===== config.mk =====
export PLATFORM = sky130hd
export DESIGN_NAME = pipelining_load_flat
export DESIGN_NICKNAME = d
export VERILOG_FILES = /design/src/rtl/pipeline_pkg.sv /design/src/rtl/pipelining_load_if.sv /design/src/rtl/load_xform.sv /design/src/rtl/pipelining_load.sv /design/src/flat_wrapper.sv
export SDC_FILE = /design/constraint.sdc
export NUM_CORES = 2
export LEC_CHECK = 0
export BUFFER_PORTS_ARGS = -buffer_cell sky130_fd_sc_hd__buf_4
export CORE_ASPECT_RATIO = 2
export CORE_MARGIN = 4
export CORE_UTILIZATION = 30
export DETAILED_ROUTE_END_ITERATION = 16
export PLACE_DENSITY = 0.55
export SYNTH_ARGS = -nofsm -noshare
export SYNTH_HDL_FRONTEND = slang
export SYNTH_MEMORY_MAX_BITS = 65536
export SYNTH_SLANG_ARGS = --single-unit

===== constraint.sdc =====
create_clock -name CLK -period 10.9 [get_ports CLK]
set_input_delay 2.725 -clock CLK [delete_from_list [all_inputs] [get_ports CLK]]
set_output_delay 2.725 -clock CLK [all_outputs]
set_load 0.02 [all_outputs]

===== src/rtl/pipeline_pkg.sv =====
// rtl/pipeline_pkg.sv - shared widths and load transform codes for the load/ALU pipelines
package pipeline_pkg;

    localparam int DATA_W    = 16;
    localparam int ADDR_W    = 8;
    localparam int REG_DEPTH = 16;
    localparam int REG_AW    = 4;
    localparam int FUNC_W    = 4;

    // Codes 7..15 are reserved in the shared code space and treated as illegal here
    typedef enum logic [FUNC_W-1:0] {
        LD_WORD = 4'd0,
        LD_LOB  = 4'd1,
        LD_HIB  = 4'd2,
        LD_LOBS = 4'd3,
        LD_SHR  = 4'd4,
        LD_SHL  = 4'd5,
        LD_INV  = 4'd6
    } ld_func_e;

endpackage


===== src/rtl/pipelining_load_if.sv =====
// rtl/pipelining_load_if.sv - request, memory-write, observe and retire signals of the load pipeline
interface pipelining_load_if;
    import pipeline_pkg::*;

    logic              valid_in;
    logic [ADDR_W-1:0] addr;
    logic [REG_AW-1:0] rd;
    logic [FUNC_W-1:0] func;
    logic              hold;
    logic              mem_we;
    logic [ADDR_W-1:0] mem_waddr;
    logic [DATA_W-1:0] mem_wdata;
    logic [REG_AW-1:0] rs_obs;
    logic [DATA_W-1:0] reg_obs;
    logic [DATA_W-1:0] Zout;
    logic              valid_out;
    logic [REG_AW-1:0] rd_out;
    logic              err;

    modport master (
        output valid_in, addr, rd, func, hold, mem_we, mem_waddr, mem_wdata, rs_obs,
        input  reg_obs, Zout, valid_out, rd_out, err
    );

    modport slave (
        input  valid_in, addr, rd, func, hold, mem_we, mem_waddr, mem_wdata, rs_obs,
        output reg_obs, Zout, valid_out, rd_out, err
    );

endinterface


===== src/rtl/load_xform.sv =====
// rtl/load_xform.sv - combinational extract/transform of a loaded word
module load_xform
    import pipeline_pkg::*;
(
    input  logic [FUNC_W-1:0] i_func,
    input  logic [DATA_W-1:0] i_d,
    output logic [DATA_W-1:0] o_z,
    output logic              o_illegal
);

    always_comb begin
        o_z       = '0;
        o_illegal = 1'b0;
        case (i_func)
            LD_WORD: o_z = i_d;
            LD_LOB:  o_z = {8'h00, i_d[7:0]};
            LD_HIB:  o_z = {8'h00, i_d[15:8]};
            LD_LOBS: o_z = {{8{i_d[7]}}, i_d[7:0]};
            LD_SHR:  o_z = {1'b0, i_d[15:1]};
            LD_SHL:  o_z = {i_d[14:0], 1'b0};
            LD_INV:  o_z = ~i_d;
            default: o_illegal = 1'b1;
        endcase
    end

endmodule


===== src/rtl/pipelining_load.sv =====
// rtl/pipelining_load.sv - three-stage load pipeline: data memory -> transform -> register bank
module pipelining_load #(
    parameter int ADDR_W = 8,
    parameter int DATA_W = 16
) (
    input  logic              CLK,
    input  logic              RST,
    pipelining_load_if.slave  bus
);
    import pipeline_pkg::*;

    localparam int MEM_DEPTH = 1 << ADDR_W;

    logic              r_l12_valid;
    logic [ADDR_W-1:0] r_l12_addr;
    logic [REG_AW-1:0] r_l12_rd;
    logic [FUNC_W-1:0] r_l12_func;

    logic              r_l23_valid;
    logic [DATA_W-1:0] r_l23_d;
    logic [REG_AW-1:0] r_l23_rd;
    logic [FUNC_W-1:0] r_l23_func;

    logic              r_l34_valid;
    logic [DATA_W-1:0] r_l34_z;
    logic [REG_AW-1:0] r_l34_rd;
    logic              r_l34_err;

    logic [DATA_W-1:0] r_mem      [MEM_DEPTH];
    logic [DATA_W-1:0] r_reg_bank [REG_DEPTH];

    logic [DATA_W-1:0] w_xform_z;
    logic              w_illegal;
    logic              w_retire;

    load_xform u_xform (
        .i_func    (r_l23_func),
        .i_d       (r_l23_d),
        .o_z       (w_xform_z),
        .o_illegal (w_illegal)
    );

    // Data fields shift even for bubbles; only valids and outputs are reset
    always_ff @(posedge CLK) begin
        if (RST) begin
            r_l12_valid <= 1'b0;
            r_l23_valid <= 1'b0;
            r_l34_valid <= 1'b0;
            r_l34_z     <= '0;
            r_l34_rd    <= '0;
            r_l34_err   <= 1'b0;
        end else if (!bus.hold) begin
            r_l12_valid <= bus.valid_in;
            r_l12_addr  <= bus.addr;
            r_l12_rd    <= bus.rd;
            r_l12_func  <= bus.func;
            r_l23_valid <= r_l12_valid;
            r_l23_d     <= r_mem[r_l12_addr];
            r_l23_rd    <= r_l12_rd;
            r_l23_func  <= r_l12_func;
            r_l34_valid <= r_l23_valid;
            r_l34_z     <= w_xform_z;
            r_l34_rd    <= r_l23_rd;
            r_l34_err   <= r_l23_valid & w_illegal;
        end
    end

    // Stage 3 only advances when hold is low, so each load retires exactly once
    assign w_retire = r_l34_valid & ~r_l34_err & ~bus.hold;

    always_ff @(posedge CLK) begin
        if (RST) begin
            for (int i = 0; i < REG_DEPTH; i++) begin
                r_reg_bank[i] <= '0;
            end
        end else if (w_retire) begin
            r_reg_bank[r_l34_rd] <= r_l34_z;
        end
    end

    // Memory ignores reset and hold; the stage-2 read sees pre-write data on a collision
    always_ff @(posedge CLK) begin
        if (bus.mem_we) begin
            r_mem[bus.mem_waddr] <= bus.mem_wdata;
        end
    end

    assign bus.reg_obs   = r_reg_bank[bus.rs_obs];
    assign bus.Zout      = r_l34_z;
    assign bus.valid_out = r_l34_valid;
    assign bus.rd_out    = r_l34_rd;
    assign bus.err       = r_l34_err;

endmodule


===== src/flat_wrapper.sv =====
// flat-port wrapper written by rule: the top's interface ports become plain ports
module pipelining_load_flat import pipeline_pkg::*;
#(
    parameter int ADDR_W = 8,
    parameter int DATA_W = 16
)
  (CLK, RST, bus_valid_in, bus_addr, bus_rd, bus_func, bus_hold, bus_mem_we, bus_mem_waddr, bus_mem_wdata, bus_rs_obs, bus_reg_obs, bus_Zout, bus_valid_out, bus_rd_out, bus_err);
  pipelining_load_if bus_i ();
  input  logic CLK;
  input  logic RST;
  input wire logic [$bits(bus_i.valid_in)-1:0] bus_valid_in;
  input wire logic [$bits(bus_i.addr)-1:0] bus_addr;
  input wire logic [$bits(bus_i.rd)-1:0] bus_rd;
  input wire logic [$bits(bus_i.func)-1:0] bus_func;
  input wire logic [$bits(bus_i.hold)-1:0] bus_hold;
  input wire logic [$bits(bus_i.mem_we)-1:0] bus_mem_we;
  input wire logic [$bits(bus_i.mem_waddr)-1:0] bus_mem_waddr;
  input wire logic [$bits(bus_i.mem_wdata)-1:0] bus_mem_wdata;
  input wire logic [$bits(bus_i.rs_obs)-1:0] bus_rs_obs;
  output wire logic [$bits(bus_i.reg_obs)-1:0] bus_reg_obs;
  output wire logic [$bits(bus_i.Zout)-1:0] bus_Zout;
  output wire logic [$bits(bus_i.valid_out)-1:0] bus_valid_out;
  output wire logic [$bits(bus_i.rd_out)-1:0] bus_rd_out;
  output wire logic [$bits(bus_i.err)-1:0] bus_err;
  assign bus_i.valid_in = bus_valid_in;
  assign bus_i.addr = bus_addr;
  assign bus_i.rd = bus_rd;
  assign bus_i.func = bus_func;
  assign bus_i.hold = bus_hold;
  assign bus_i.mem_we = bus_mem_we;
  assign bus_i.mem_waddr = bus_mem_waddr;
  assign bus_i.mem_wdata = bus_mem_wdata;
  assign bus_i.rs_obs = bus_rs_obs;
  assign bus_reg_obs = bus_i.reg_obs;
  assign bus_Zout = bus_i.Zout;
  assign bus_valid_out = bus_i.valid_out;
  assign bus_rd_out = bus_i.rd_out;
  assign bus_err = bus_i.err;
  pipelining_load #(.ADDR_W(ADDR_W), .DATA_W(DATA_W)) u_core (.CLK(CLK), .RST(RST), .bus(bus_i));
endmodule

==> results.cfg <==
[clock_tree]
cts_root_buf = clkbuf_16
cts_made_buffers = 372
h-tree-depth = 5
cts_num_sinks = 4416
cts_hold_buf = 0
cts_tree = built
clk_pin_slew_ns = 0.07
cts_setup_buffers = 0
cts_resized = 0
clk_path_buf_depth = 4
clkLatencyLatePin_ns = 0.94

[place]
portBuffers = 86
dpl.hpwl_um = 333000
place_congestion = 0.916

[sta]
skew_ns = 0.0734
relSlewSlack_pct = 6.18
fin_crit_ns = 7.90
clock.fmax_ghz = 0.127
fin_hold_ws_ns = 0.415
finalCritPeriodShare_pct = 72.5
setup_viol = 0
hold_viol_final = 0
drv_slew = 0
setup_tns_ns = 0
tightest_slew_ns = 1.41
rsz0062_at_grt = false

[finish]
nets = 8605
fill_cells = 53000
drive_gt1_share_pct = 25.0
area_growth_pct = 13.4

[synthesis]
ys_warn_count = 0
muxShareOfSynthArea_pct = 15.3
synth_fa_ha_area_share_pct = 0
syn_nets = 8282
synth-seq-cells = 4416
ys_types = 62
synth-async-reset-ratio_pct = 0
synth_xor_area_share_pct = 0
synthFlopType = edfxtp_1
synth-edff-count = 4392
syn_area_per_cell_um2 = 21.0
netlist_area_um2 = 173000
synth_compound_area_share_pct = 3.46
seq_area_frac_synth_pct = 76.7
syn_inst = 8233
synth-simple-area-share_pct = 2.85
synth_top_family_by_area = multiplexers

[grt]
grt_pass1_wl_um = 710000
grt_pass1_vias = 88900
antenna_found_initial = 26
grt_use_total_pct = 17.0
overflow = 0
grt_max_degree = 148

[power]
powerDensity_nw_per_um2 = 177
ir_drop_uv = 120
leakage_uw = 0.0603

[floorplanning]
io_pins = 87
num_rows = 393
initial_utilization_pct = 30.1
die_area_um2 = 589000
fp.coreArea_um2 = 573000
die_y_um = 1080
die_w_um = 544

[worst_setup_path]
worst-setup-path-type = input pin to output pin
start_kind = input pin
arrival_ns = 5.18
end_kind = output pin
crit_fanout = 36
crit_required_ns = 8.18

[detailed_routing]
dr_total_vias = 84800
drc_errors = 0
drtIter0Drc = 8833
drtAntennaViolNets = 0
routed_wl_um = 513000
drtPass1Iterations = 6
routedWlPerCell_um = 31.3
via_per_inst = 5.17

[flow_run]
cap_violations = 0

[min_path]
hold_class = register to register

[run_status]
status = completed
-- synthesized netlist by cell type, drive strengths merged, types with 15 or more instances --
library cell	number	area, µm²
o221ai	87	774
or3	19	119
nand3	25	125
o22ai	143	895
and2	259	1620
buf	267	2030
nor2	370	1390
a211oi	25	188
dfxtp	24	480
mux4	936	21100
or2	17	106
nand4	29	181
o2111ai	20	175
a21oi	146	731
o211ai	15	113
mux2i	363	3630
mux2	150	1690
nor3	130	651
clkbuf	251	942
edfxtp	4392	132000
a221oi	123	1080
a22oi	86	646
o21ai	98	490
nand2	104	390
a22o	35	307
-- cells in the final DEF, fill, tap and decap left out, drive strengths merged, types with 98 or more instances in the layout --
cell type / synthesis / routed
mux4: 936 / 936
o22ai: 143 / 143
o21ai: 98 / 98
clkbuf: 251 / 444
a221oi: 123 / 123
mux2: 150 / 150
mux2i: 363 / 363
buf: 267 / 467
nor3: 130 / 130
a21oi: 146 / 146
clkinv: 0 / 181
nand2: 104 / 104
nor2: 370 / 370
edfxtp: 4392 / 4392
and2: 259 / 259
-- stage by stage --
stage	setup slack, ns	area (µm²)	power (µW)	utilization [%]	instances
after floorplan	3.43	173000	20300	-	8233
after global placement	2.97	183000	21300	32.0	15700
after detailed placement	2.89	183000	21300	32.0	15700
after CTS	2.89	196000	34900	34.2	16400
after global routing	2.78	196000	35600	34.2	16400
final	3.00	196000	34600	34.2	16400
-- registers in the layout, indices dropped and copies added, names as in the netlist, 4 cells and up --
name	count
u_core.bus.Zout	16
u_core.r_reg_bank	256
u_core.r_l23_d	16
u_core.r_l23_func	4
u_core.r_l12_rd	4
u_core.bus.rd_out	4
u_core.r_l12_func	4
u_core.r_l23_rd	4
u_core.r_l12_addr	8
u_core.r_mem	4096
-- final timing paths --
path	from	to	slack, ns	cells past startpoint
worst max-delay path	bus_rs_obs[0]	bus_reg_obs[10]	3.00	5
worst min-delay path	u_core.r_l12_func[1]	u_core.r_l23_func[1]	0.41	0
worst max register to register	u_core.r_l12_addr[2]	u_core.r_l23_d[4]	4.95	9
worst min register to register	u_core.r_l12_func[1]	u_core.r_l23_func[1]	0.41	0
-- layout make-up --
cell class / instances / area [µm²] / area share (%)
flip-flops and latches: 4416 / 132000 / 67.6
multi-input cells: 3294 / 37700 / 19.3
clock buffers: 444 / 9660 / 4.94
well taps: 7505 / 9390 / 4.80
repair buffers: 467 / 3860 / 1.97
clock inverters: 248 / 2660 / 1.36
diodes: 15 / 37.5 / 0.0192
inverters: 5 / 32.5 / 0.0166
-- power by group --
part | switching [µW] | internal (µW)
combinational | 1470 | 700
clock | 6300 | 7330
sequential | 45.4 | 18700
total | 7820 | 26800
-- cell families after synthesis --
family | count (synthesis)
compound gates | 845
buf+inv | 523
flops | 4416
mux | 1449
simple gates | 1000
-- per-layer routing --
metal,vias up,wire (µm),share of wire [%],track usage (%)
li1,35100,-,-,-
met1,45500,165000,32,17.3
met2,3149,276000,54,31.4
met3,1015,24700,4.8,2.02
met4,10,47300,9.2,13.1
met5,-,70,0.014,0
-- worst max-delay path: stages --
cell	delay (ns)
buf_4	0.54
buf_4	0.60
mux4_2	0.60
mux4_2	0.50
buf_4	0.18
Note: power is estimated with default switching activity, not from simulation.
